File: src/rtl/jb_rfsw_pkg.sv
// jb_rfsw_pkg: shared RF switch word encoding, decoding and FSM/fault types
package jb_rfsw_pkg;
  localparam logic PATH_TYPE_DPD  = 1'b0;
  localparam logic PATH_TYPE_VSWR = 1'b1;
  localparam logic RF_PORT1       = 1'b0;
  localparam logic RF_PORT2       = 1'b1;
  typedef struct packed {
    logic swa_en_n;
    logic swa;
    logic swb_en_n;
    logic swb;
    logic swc_en_n;
    logic swc;
  } rfsw_word_t;
  typedef struct packed {
    logic [1:0] ant_sel;
    logic       ant_none;
    logic       path_sel;
    logic       illegal;
  } rfsw_dec_t;
  typedef enum logic [1:0] {ST_IDLE, ST_SETTLING, ST_LOCKED, ST_FAULT} rfsw_state_t;
  typedef enum logic [1:0] {FC_NONE, FC_TIMEOUT, FC_ILLEGAL, FC_DRIFT} rfsw_fault_t;
  function automatic rfsw_word_t rfsw_encode(input logic [2:0] ant, input logic path);
    rfsw_word_t w;
    w.swa_en_n = 1'b0;
    w.swa      = (ant == 3'd0 || ant == 3'd3) ? RF_PORT1 : RF_PORT2;
    w.swb_en_n = !(ant == 3'd0 || ant == 3'd2);
    w.swb      = path == PATH_TYPE_DPD;
    w.swc_en_n = !(ant == 3'd1 || ant == 3'd3);
    w.swc      = path == PATH_TYPE_VSWR;
    return w;
  endfunction
  // b arm takes precedence when an illegal word enables both arms
  function automatic rfsw_dec_t rfsw_decode(input rfsw_word_t w);
    rfsw_dec_t d;
    d.illegal  = w.swa_en_n || (!w.swb_en_n && !w.swc_en_n) || (w.swb == w.swc);
    d.ant_none = w.swb_en_n && w.swc_en_n;
    d.ant_sel  = !w.swb_en_n ? (w.swa ? 2'd2 : 2'd0) : !w.swc_en_n ? (w.swa ? 2'd1 : 2'd3) : 2'd0;
    d.path_sel = w.swc;
    return d;
  endfunction
endpackage

File: src/rtl/jb_rfsw_fb_debounce.sv
// jb_rfsw_fb_debounce: synchronises feedback lines and flags a word stable for STABLE_CNT cycles
module jb_rfsw_fb_debounce import jb_rfsw_pkg::*; #(
  parameter int SYNC_STAGES = 2,
  parameter int STABLE_CNT  = 16
) (
  input  logic       clk,
  input  logic       rst,
  input  rfsw_word_t fb,
  output rfsw_word_t word,
  output logic       accept,
  output logic       valid
);
  localparam int CW = $clog2(STABLE_CNT + 1);
  rfsw_word_t [SYNC_STAGES-1:0] sync_q;
  rfsw_word_t prev;
  logic [CW-1:0] cnt;
  logic same;
  assign word   = sync_q[SYNC_STAGES-1];
  assign same   = word == prev;
  assign accept = same && cnt == CW'(STABLE_CNT - 1);
  always_ff @(posedge clk)
    if (rst) begin
      sync_q <= '0;
      prev   <= '0;
      cnt    <= '0;
      valid  <= 1'b0;
    end else begin
      sync_q <= {sync_q[SYNC_STAGES-2:0], fb};
      prev   <= word;
      cnt    <= !same ? '0 : cnt == CW'(STABLE_CNT) ? cnt : cnt + 1'b1;
      valid  <= same && (valid || accept);
    end
endmodule

File: src/rtl/jb_rfsw_demap.sv
// jb_rfsw_demap: decodes RF switch feedback and checks it against the commanded selection
module jb_rfsw_demap import jb_rfsw_pkg::*; #(
  parameter int SYNC_STAGES    = 2,
  parameter int STABLE_CNT     = 16,
  parameter int SETTLE_TIMEOUT = 1024
) (
  input  logic       clk,
  input  logic       rst,
  input  logic       fb_swa_en_n,
  input  logic       fb_swa,
  input  logic       fb_swb_en_n,
  input  logic       fb_swb,
  input  logic       fb_swc_en_n,
  input  logic       fb_swc,
  input  logic       cmd_valid,
  input  logic [2:0] cmd_ant_sel,
  input  logic       cmd_path_sel,
  input  logic       fault_clr,
  output logic       dec_valid,
  output logic [1:0] dec_ant_sel,
  output logic       dec_ant_none,
  output logic       dec_path_sel,
  output logic       dec_illegal,
  output logic       locked,
  output logic       busy,
  output logic [1:0] fault_code
);
  localparam int TW = $clog2(SETTLE_TIMEOUT + 1);
  rfsw_word_t sync_word, stable_q, cmd_q;
  rfsw_dec_t dec_q;
  rfsw_state_t state;
  rfsw_fault_t code;
  logic [TW-1:0] tmr;
  logic accept, match;
  jb_rfsw_fb_debounce #(.SYNC_STAGES(SYNC_STAGES), .STABLE_CNT(STABLE_CNT)) u_deb (
    .clk    (clk),
    .rst    (rst),
    .fb     (rfsw_word_t'({fb_swa_en_n, fb_swa, fb_swb_en_n, fb_swb, fb_swc_en_n, fb_swc})),
    .word   (sync_word),
    .accept (accept),
    .valid  (dec_valid)
  );
  assign match        = dec_valid && stable_q == cmd_q;
  assign dec_ant_sel  = dec_q.ant_sel;
  assign dec_ant_none = dec_q.ant_none;
  assign dec_path_sel = dec_q.path_sel;
  assign dec_illegal  = dec_q.illegal;
  assign locked       = state == ST_LOCKED;
  assign busy         = state == ST_SETTLING;
  assign fault_code   = code;
  // decoded fields hold their last stable value while the word is unsettled
  always_ff @(posedge clk)
    if (rst) begin
      stable_q <= '0;
      dec_q    <= '0;
    end else if (accept) begin
      stable_q <= sync_word;
      dec_q    <= rfsw_decode(sync_word);
    end
  always_ff @(posedge clk)
    if (rst) begin
      state <= ST_IDLE;
      code  <= FC_NONE;
      tmr   <= '0;
      cmd_q <= '0;
    end else if (cmd_valid) begin
      state <= ST_SETTLING;
      code  <= FC_NONE;
      tmr   <= '0;
      cmd_q <= rfsw_encode(cmd_ant_sel, cmd_path_sel);
    end else
      case (state)
        ST_SETTLING: begin
          tmr <= tmr + 1'b1;
          if (match) state <= ST_LOCKED;
          else if (dec_valid && dec_q.illegal) begin
            state <= ST_FAULT;
            code  <= FC_ILLEGAL;
          end else if (tmr == TW'(SETTLE_TIMEOUT - 1)) begin
            state <= ST_FAULT;
            code  <= FC_TIMEOUT;
          end
        end
        ST_LOCKED: if (dec_valid && !match) begin
          state <= ST_FAULT;
          code  <= dec_q.illegal ? FC_ILLEGAL : FC_DRIFT;
        end
        ST_FAULT: if (fault_clr) begin
          state <= ST_IDLE;
          code  <= FC_NONE;
        end
        default: ;
      endcase
endmodule

File: config.mk
export PLATFORM = sky130hd
export DESIGN_NAME = jb_rfsw_demap
export DESIGN_NICKNAME = d
export VERILOG_FILES = /design/src/rtl/jb_rfsw_pkg.sv /design/src/rtl/jb_rfsw_fb_debounce.sv /design/src/rtl/jb_rfsw_demap.sv
export SDC_FILE = /design/constraint.sdc
export NUM_CORES = 1
export LEC_CHECK = 0
export BUFFER_PORTS_ARGS = -buffer_cell sky130_fd_sc_hd__buf_2
export CAP_MARGIN = 25
export CORE_ASPECT_RATIO = 0.75
export CORE_UTILIZATION = 40
export DETAILED_ROUTE_END_ITERATION = 8
export PLACE_DENSITY = 0.69
export RECOVER_POWER = 25
export SLEW_MARGIN = 5
export SYNTH_ARGS = -nofsm -noshare
export SYNTH_HDL_FRONTEND = slang
export SYNTH_SLANG_ARGS = --single-unit
File: constraint.sdc
create_clock -name clk -period 3.5 [get_ports clk]
set_input_delay 0.7 -clock clk [delete_from_list [all_inputs] [get_ports clk]]
set_output_delay 0.7 -clock clk [all_outputs]
set_load 0.02 [all_outputs]
==> results of run 1 <==
-- layout make-up --
class                      instances  area share [%]
sequential                        54           44.51
clock buffer                       7           3.555
clock inverter                     1          0.3606
timing repair buffer              23           4.688
multi-input combinational        158           41.78
inverter                           9           1.391
tap                               72           3.709
-- through the flow --
| stage | setup slack (ps) | util (%) | area [um2] | power [W] |
|---|---|---|---|---|
| 6_report | 1447 | 48.21 | 2429 | 0.001076 |
| 5_1_grt | 1256 | 48.21 | 2429 | 0.001129 |
| 4_1_cts | 1480 | 48.24 | 2430 | 0.001095 |
| 3_5_place_dp | 1507 | 46.35 | 2335 | 0.0007318 |
| 3_3_place_gp | 1541 | 46.35 | 2335 | 0.0007295 |
| 2_1_floorplan | 1930 | - | 2163 | 0.0007109 |
-- state kept, by name, summed over array words and instances (netlist names), 5 cells and up --
register and flops:
cmd_q 5, stable_q 5, tmr 11, u_deb.cnt 5
u_deb.prev 6, u_deb.sync_q 6, u_deb.word 6
-- worst max path at each step --
stage / cells past startpoint / start / endpoint / slack [ps]
finish: 3 / rst / tmr[8] / 1450
CTS: 5 / u_deb.word[2] / dec_illegal / 1480
detailed placement: 5 / u_deb.word[2] / dec_illegal / 1510
global route: 3 / rst / tmr[8] / 1260
global placement: 5 / u_deb.word[2] / dec_illegal / 1540
floorplan: 6 / u_deb.word[2] / dec_illegal / 1930
-- routing by layer --
layer,share of wire [%],GRT usage [%]
met1,53,16.81
met2,42,20.37
met3,4.2,5.276
met4,0.92,3.750
met5,0,0
-- power by group through the flow --
stage	Combinational (W)	Sequential, W	Clock, W
after floorplan	0.0000558	0.000655	0
after global placement	0.0000726	0.000657	0
final	0.0000733	0.000643	0.000359
after global routing	0.0000828	0.000646	0.000400
after CTS	0.0000744	0.000644	0.000377
after detailed placement	0.0000740	0.000658	0
-- cells by family (layout without fill, tap and decap cells) --
| logic type | Yosys count | in the layout | synth area share [%] |
|---|---|---|---|
| multiplexers | 13 | 13 | 6.073 |
| adder cells (fa/ha/maj) | 4 | 4 | 2.314 |
| AND/OR/NAND/NOR | 97 | 97 | 22.27 |
| buffers and inverters | 16 | 40 | 3.123 |
| flip-flops | 54 | 54 | 49.97 |
| AO/OA/AOI/OAI | 19 | 19 | 6.130 |
| XOR/XNOR | 25 | 25 | 10.12 |
-- synth_stat cells --
| cell type | n |
|---|---|
| o2111a_1 | 1 |
| o21ai_1 | 2 |
| o22ai_1 | 2 |
| buf_6 | 1 |
| inv_1 | 8 |
| nor3_1 | 5 |
| nor4_4 | 1 |
| a2111oi_2 | 1 |
| nor2_1 | 37 |
| or4_1 | 1 |
| nand2_1 | 16 |
| nand2b_1 | 2 |
| o21bai_1 | 1 |
| nand4_1 | 5 |
| xor2_1 | 13 |
| nand3_1 | 4 |
| dfxtp_1 | 54 |
| inv_2 | 1 |
| xnor2_1 | 12 |
| a31oi_1 | 2 |
| nand3b_1 | 2 |
| clkbuf_1 | 6 |
| nor2b_1 | 18 |
| ha_1 | 4 |
| mux2_2 | 1 |
| o21ai_0 | 1 |
| and3_1 | 1 |
| or2_2 | 2 |
| a211oi_1 | 2 |
| nor4_1 | 2 |
| or2_0 | 1 |
| mux2i_1 | 12 |
| a21o_1 | 1 |
| a21boi_2 | 1 |
| a21oi_1 | 5 |
-- worst register-to-register path, delay by kind of cell (launching register included) --
kind	cells	cell delay, ps
compound gates	1	430
xor+xnor	1	200
flops	1	370
simple gates	3	880
==> run_results.csv, run 1 <==
group,metric,value,unit
final_layout,final_cells,324,
sta,grt_setup_unrepaired,"false",
clock_network,cts-root-buf,"clkbuf_8",
sta,whs,445.2,ps
pwr,vdd_ir_drop_max,0.1785,mV
pwr,p_leak,1.007,nW
detailed_routing,vias,1447,
sta,slew_violations,0,
detailed_routing,drc,0,
global_routing,grt.total_usage,13.15,%
die,core,5037,um2
sta,clock.fmax,0.4872,GHz
clock_network,insertion_delay,300,ps
pwr,switching_power,0.0002484,W
die,die_height,65.69,um
sta,slew_headroom,3.384,%
final_layout,seq_area,1081,um2
global_routing,grt_first_pass_wirelength,5678,um
run_status,status,"complete, no violations",
critical_path,cp-end-kind,"register",
place,port_buffers,23,
die,pin_count,24,
logic_synthesis,yosysTopAreaCell,"dfxtp_1",
logic_synthesis,netlist_top_cells_area,"dfxtp_1, nor2_1, mux2i_1, xor2_1, nor2b_1",
pwr,p_comb_share,6.8,%
critical_path,cpPeakStageDelay,1030,ps
worst_hold_path,min_to,"u_deb.word[5]",
place,place.gp.congestion,0.7698,
clock_network,clk_pin_slew_worst_paths,90,ps
critical_path,crit_required,3700,ps
global_routing,grt_pass1_vias,1270,
critical_path,arrival,2250,ps
critical_path,cp_num_buf_inv,1,
sta,setup_viol,0,
pwr,intPower,0.0008272,W
logic_synthesis,synth_seq_area_share,49.97,%
logic_synthesis,syn_area,2163,um2
logic_synthesis,yosysWarnings,0,
pwr,swShare,23.09,%
die,start_util,42.95,%
flow_run,maxCapViolCount,0,
critical_path,r2r_cells,5,
global_routing,grt_max_degree,38,
critical_path,rr_startpoint,"u_deb.word[2]",
final_layout,area_growth_syn_to_layout,12.26,%
final_layout,final_net_count,269,
clock_network,cts.sinks,54,
die,die_w,86.92,um
detailed_routing,drtIter0Drc,59,
final_layout,multi_input_area,1015,um2
final_layout,fillers,484,
sta,worst_slew_pin_slew,1449,ps
final_layout,drive_above_1_share,14.29,%
final_layout,final_cell_mix,"dfxtp_1, nor2_1, buf_2, nor2b_1, nand2_1",
final_layout,diodes,0,
detailed_routing,vias_per_cell,4.466,
logic_synthesis,synth-seq-cells,54,
critical_path,crit_path_top_delay_cell,"clkbuf_1",
logic_synthesis,synthCells,228,
sta,post-route-period-util,58.65,%
logic_synthesis,syn_nets,246,
global_routing,grt_antenna_before_repair,0,
worst_hold_path,min_path_type,"reg2reg",
worst_hold_path,hold_depth,1,
final_layout,mostFrequentLayoutCell,"dfxtp_1",
critical_path,path_cells,"clkbuf_1 -> or2_2 -> nor2_1",
detailed_routing,dr.pass1.iters,4,
worst_hold_path,hp-start,"u_deb.sync_q[5]",
critical_path,crit_type,"in2reg",
critical_path,crit_fanout,37,
die,die_area,5710,um2
detailed_routing,ant_nets,0,
clock_network,post-cts-setup-buffers,0,
place,place_inst,316,
logic_synthesis,synth_top_area_share,49.97,%
pwr,seq_power_share,59.8,%
critical_path,startpoint_type,"primary input",
critical_path,r2r_slack,1460,ps
clock_network,htreeDepth,2,
sta,setup_tns,0,ps
pwr,power_frac_clock,33.4,%
die,rows,22,
sta,hold_viol,0,
clock_network,cts_hold_buffers,0,
global_routing,grt_overflow,0,
clock_network,ctsResizeCount,0,
detailed_routing,drt_wl_total,3358,um
clock_network,clock_path_buffers,2,
sta,fin_crit,2053,ps
clock_network,tritoncts,"built",
pwr,power_density,442.9,nW/um2
logic_synthesis,synth_cell_types,35,
detailed_routing,avgRoutedWirePerCell,10.36,um
critical_path,worst_path_dominant_cell_family,"buffers and inverters",
clock_network,cts-buffers-inserted,5,
place,dpl.hpwl,2390,um
logic_synthesis,synth.avg_cell_area,9.488,um2
sta,finalClockSkew,9.629,ps
critical_path,worstReg2RegEnd,"dec_illegal",
No activity file was read; power rests on OpenSTA's default activity.
==> run 2, diff against run 1 <==
PLACE_DENSITY = 0.71   (was 0.69)
clock period = 1.7 ns   (was 3.5 ns; I/O delays follow)
==> run_results.csv, run 2 (synthesis results as in run 1) <==
group,metric,value,unit
run_status,status,"complete, no violations",
critical_path,cp-end-kind,"register",
critical_path,crit_fanout,4,
detailed_routing,drc,0,
sta,slew_violations,0,
pwr,seq_power_share,57.3,%
clock_network,clock_path_buffers,2,
sta,fin_crit,1606,ps
critical_path,startpoint_type,"register",
critical_path,path_cells,"ha_2 -> nand2b_1 -> or4_1 -> nand3_1 -> a21boi_4 -> mux2i_1",
pwr,vdd_ir_drop_max,0.4334,mV
final_layout,area_growth_syn_to_layout,17.76,%
place,port_buffers,23,
sta,post-route-period-util,94.49,%
detailed_routing,avgRoutedWirePerCell,10.32,um
global_routing,grt_first_pass_wirelength,5975,um
clock_network,htreeDepth,2,
die,start_util,42.95,%
sta,hold_viol,0,
die,rows,22,
final_layout,mostFrequentLayoutCell,"dfxtp_1",
clock_network,cts-root-buf,"clkbuf_8",
worst_hold_path,min_path_type,"in2reg",
final_layout,final_cell_mix,"dfxtp_1, nor2_1, buf_2, nor2b_1, nand2_1",
clock_network,cts_hold_buffers,0,
sta,clock.fmax,0.6225,GHz
critical_path,r2r_slack,90,ps
sta,worst_slew_pin_slew,544.5,ps
final_layout,drive_above_1_share,19.16,%
pwr,switching_power,0.0004888,W
sta,setup_viol,0,
sta,setup_tns,0,ps
clock_network,post-cts-setup-buffers,0,
flow_run,maxCapViolCount,0,
sta,finalClockSkew,6.918,ps
detailed_routing,vias,1509,
detailed_routing,vias_per_cell,4.532,
pwr,power_density,904.6,nW/um2
critical_path,crit_required,1940,ps
final_layout,largest_reg_flops,11,
sta,slew_headroom,63.42,%
die,pin_count,24,
die,die_area,5710,um2
place,placed_area,2415,um2
die,die_height,65.69,um
sta,grt_setup_unrepaired,"true",
global_routing,grt.total_usage,13.56,%
final_layout,top_register,"tmr",
final_layout,diodes,0,
detailed_routing,ant_nets,0,
global_routing,grt_antenna_before_repair,0,
detailed_routing,drtIter0Drc,77,
detailed_routing,dr.pass1.iters,4,
final_layout,post-route-util,50.57,%
final_layout,post-route-cell-area,2547,um2
clock_network,cts.sinks,54,
place,place.gp.congestion,0.7800,
clock_network,tritoncts,"built",
pwr,swShare,21.21,%
place,dpl.hpwl,2494,um
detailed_routing,drt_wl_total,3437,um
global_routing,grt_pass1_vias,1345,
pwr,p_comb_share,7.4,%
die,die_w,86.92,um
clock_network,insertion_delay,300,ps
critical_path,cpPeakStageDelay,410,ps
critical_path,crit_path_top_delay_cell,"or4_1",
critical_path,arrival,1840,ps
final_layout,final_net_count,278,
global_routing,grt_overflow,0,
pwr,power_frac_clock,35.4,%
pwr,p_leak,1.069,nW
clock_network,cts-buffers-inserted,5,
global_routing,grt_max_degree,22,
die,core,5037,um2
critical_path,crit_type,"reg2reg",
pwr,intPower,0.001816,W
clock_network,clk_pin_slew_worst_paths,90,ps
clock_network,ctsResizeCount,0,
==> run 2: final timing paths <==
| kind | from | end | cells past startpoint |
|---|---|---|---|
| setup reg to reg | tmr[1] | fault_code[1] | 6 |
| hold / removal | fb_swb_en_n | u_deb.sync_q[3] | 2 |
| hold reg to reg | u_deb.sync_q[1] | u_deb.word[1] | 1 |
| setup / recovery | tmr[1] | fault_code[1] | 6 |
==> run 2: cell type report <==
type	instances	area, um2
sequential	54	1082
clock inverter	1	30.03
fill	479	2490
timing repair buffer	32	195.2
clock buffer	7	76.32
tap	72	90.09
inverter	9	33.78
multi-input combinational	158	1040
==> run 2: power by group through the flow <==
stage | combinational, W | clock (W) | sequential, W
2_1_floorplan | 0.000115 | 0 | 0.00135
3_3_place_gp | 0.000165 | 0 | 0.00135
3_5_place_dp | 0.000166 | 0 | 0.00135
4_1_cts | 0.000167 | 0.000855 | 0.00132
5_1_grt | 0.000191 | 0.000897 | 0.00133
6_report | 0.000170 | 0.000815 | 0.00132
==> run 2: worst max-delay path: cells and delay by family, from the launching register on <==
kind / cells / cell delay (ps)
simple gates: 3 / 580
flops: 1 / 380
fa+ha+maj: 1 / 210
compound gates: 1 / 200
mux: 1 / 180
==> run 2: stage by stage <==
stage,instances,power (W),setup WS [ps],hold slack (ps)
after floorplan,228,0.001464,129.7,413.8
after global placement,325,0.001513,107.9,417.9
after detailed placement,325,0.001516,73.40,423.1
after CTS,333,0.002343,65.15,239.4
after global routing,333,0.002413,-61.64,250.3
final,333,0.002304,93.62,248.5
==> run 2: per-layer routing <==
metal / part of all wire [%] / vias up / track usage [%] / wire, um
met4: 0.76 / 0 / 5.000 / 26
met3: 3.3 / 4 / 3.769 / 114
li1: - / 816 / - / -
met2: 39 / 25 / 19.00 / 1345
met1: 57 / 664 / 19.53 / 1951
met5: 0 / - / 0 / 0
==> run 3, diff against run 2 <==
GPL_ROUTABILITY_DRIVEN = 0   (was default)
SLEW_MARGIN = 20   (was 5)
clock period = 1.4 ns   (was 1.7 ns; I/O delays follow)
==> run_results.csv, run 3 (synthesis results as in run 1) <==
group,metric,value,unit
run_status,status,"finished, violations left",
run_status,violations,"negative setup slack",
critical_path,startpoint_type,"register",
sta,worst_slew_pin_slew,332.4,ps
final_layout,final_net_count,311,
global_routing,grt_max_degree,31,
die,rows,22,
clock_network,insertion_delay,310,ps
worst_hold_path,hold_depth,2,
die,core,5037,um2
clock_network,clock_path_buffers,2,
critical_path,crit_type,"reg2reg",
clock_network,cts_hold_buffers,0,
final_layout,final_cell_mix,"dfxtp_1, nor2_1, buf_4, buf_2, nor2b_1",
detailed_routing,ant_nets,0,
pwr,p_leak,1.270,nW
worst_hold_path,min_path_type,"in2reg",
global_routing,grt.total_usage,16.31,%
flow_run,maxCapViolCount,0,
detailed_routing,drt_wl_total,4180,um
final_layout,diodes,0,
place,placed_area,2708,um2
global_routing,grt_overflow,0,
critical_path,r2r_slack,-140,ps
detailed_routing,vias_per_cell,4.653,
sta,finalClockSkew,8.545,ps
place,port_buffers,23,
global_routing,grt_antenna_before_repair,0,
sta,post-route-period-util,110.3,%
critical_path,cp-end-kind,"register",
die,start_util,42.95,%
detailed_routing,dr.pass1.iters,4,
critical_path,arrival,1790,ps
critical_path,crit_required,1650,ps
sta,setup_tns,-994.6,ps
pwr,p_total,0.002933,W
detailed_routing,drtIter0Drc,36,
pwr,power_density,988.7,nW/um2
final_layout,largest_reg_flops,11,
detailed_routing,drc,0,
global_routing,grt_pass1_vias,1675,
die,die_w,86.92,um
clock_network,cts-buffers-inserted,5,
sta,layout_setup_ws,-144.2,ps
final_layout,seq_area,1106,um2
clock_network,tritoncts,"built",
pwr,vdd_ir_drop_max,0.4654,mV
die,die_area,5710,um2
clock_network,htreeDepth,2,
detailed_routing,avgRoutedWirePerCell,11.42,um
final_layout,drive_above_1_share,38.10,%
clock_network,cts.sinks,54,
final_layout,area_growth_syn_to_layout,37.13,%
clock_network,clk_pin_slew_worst_paths,100,ps
die,die_height,65.69,um
sta,slew_violations,0,
sta,hold_viol,0,
final_layout,mostFrequentLayoutCell,"dfxtp_1",
critical_path,crit_fanout,3,
sta,grt_setup_unrepaired,"true",
detailed_routing,vias,1703,
clock_network,cts-root-buf,"clkbuf_8",
sta,clock.fmax,0.6476,GHz
global_routing,grt_first_pass_wirelength,7120,um
sta,setup_viol,16,
final_layout,multi_input_area,1146,um2
final_layout,fillers,444,
place,dpl.hpwl,2977,um
sta,slew_headroom,77.69,%
final_layout,post-route-cell-area,2967,um2
sta,fin_crit,1544,ps
final_layout,top_register,"tmr",
critical_path,r2r_cells,6,
die,pin_count,24,
-- run 3: changes by cell type in the layout (fill, tap and decap cells not counted), sizes merged --
cell      change
buf          +33
clkinvlp      +1
clkbuf        -1
-- run 3: where the power goes --
group | total (W) | switching [W] | internal, W
sequential | 0.00160 | 0.0000264 | 0.00158
clock | 0.00104 | 0.000503 | 0.000534
combinational | 0.000293 | 0.000141 | 0.000152
-- run 3: final cells by class --
class / instances / share of cell area (%)
Multi-Input combinational cell: 158 / 38.63
Sequential cell: 54 / 37.28
Timing Repair Buffer: 65 / 16.11
Tap cell: 72 / 3.037
Clock buffer: 6 / 2.446
Clock inverter: 2 / 1.265
Inverter: 9 / 1.223
-- run 3: through the flow --
step	std cells	hold slack, ps	worst slack [ps]	util [%]
final	366	176.6	-144.2	58.89
after global routing	366	176.2	-206.4	58.89
after CTS	361	169.1	-102.5	57.48
after detailed placement	351	424.5	-129.6	53.75
after global placement	351	419.2	-87.64	53.75
after floorplan	228	408.2	-45.76	-
-- run 3: path summary, 6_finish.rpt --
| kind | endpoint | start |
|---|---|---|
| max | fault_code[1] | tmr[1] |
| min | u_deb.sync_q[1] | fb_swc_en_n |
| max reg2reg | fault_code[1] | tmr[1] |
| min reg2reg | u_deb.word[2] | u_deb.sync_q[2] |
-- run 3: layer usage --
layer  up-vias  GRT usage [%]  share of wire, %
met2        26          27.56                46
met3         7          3.894               3.3
met5         -              0                 0
met4         0          6.875               1.6
li1        878              -                 -
met1       792          19.89                50
-- run 3: worst max-delay path, stage by stage, from the launching register on --
cell,delay (ps)
dfxtp_2,370
ha_4,150
nand2b_1,70
or4_4,420
nand3_2,90
a21boi_4,200
mux2i_1,180
-- run 3: timing repair --
| item | in CTS | in global routing |
|---|---|---|
| setup endpoints to repair | 19 | 23 |
| buffers inserted | 2 | 5 |
| pin swaps | 8 | 9 |
| resized for setup | 17 | 10 |
| hold endpoints to repair | 0 | 0 |
| gates cloned | 0 | 0 |
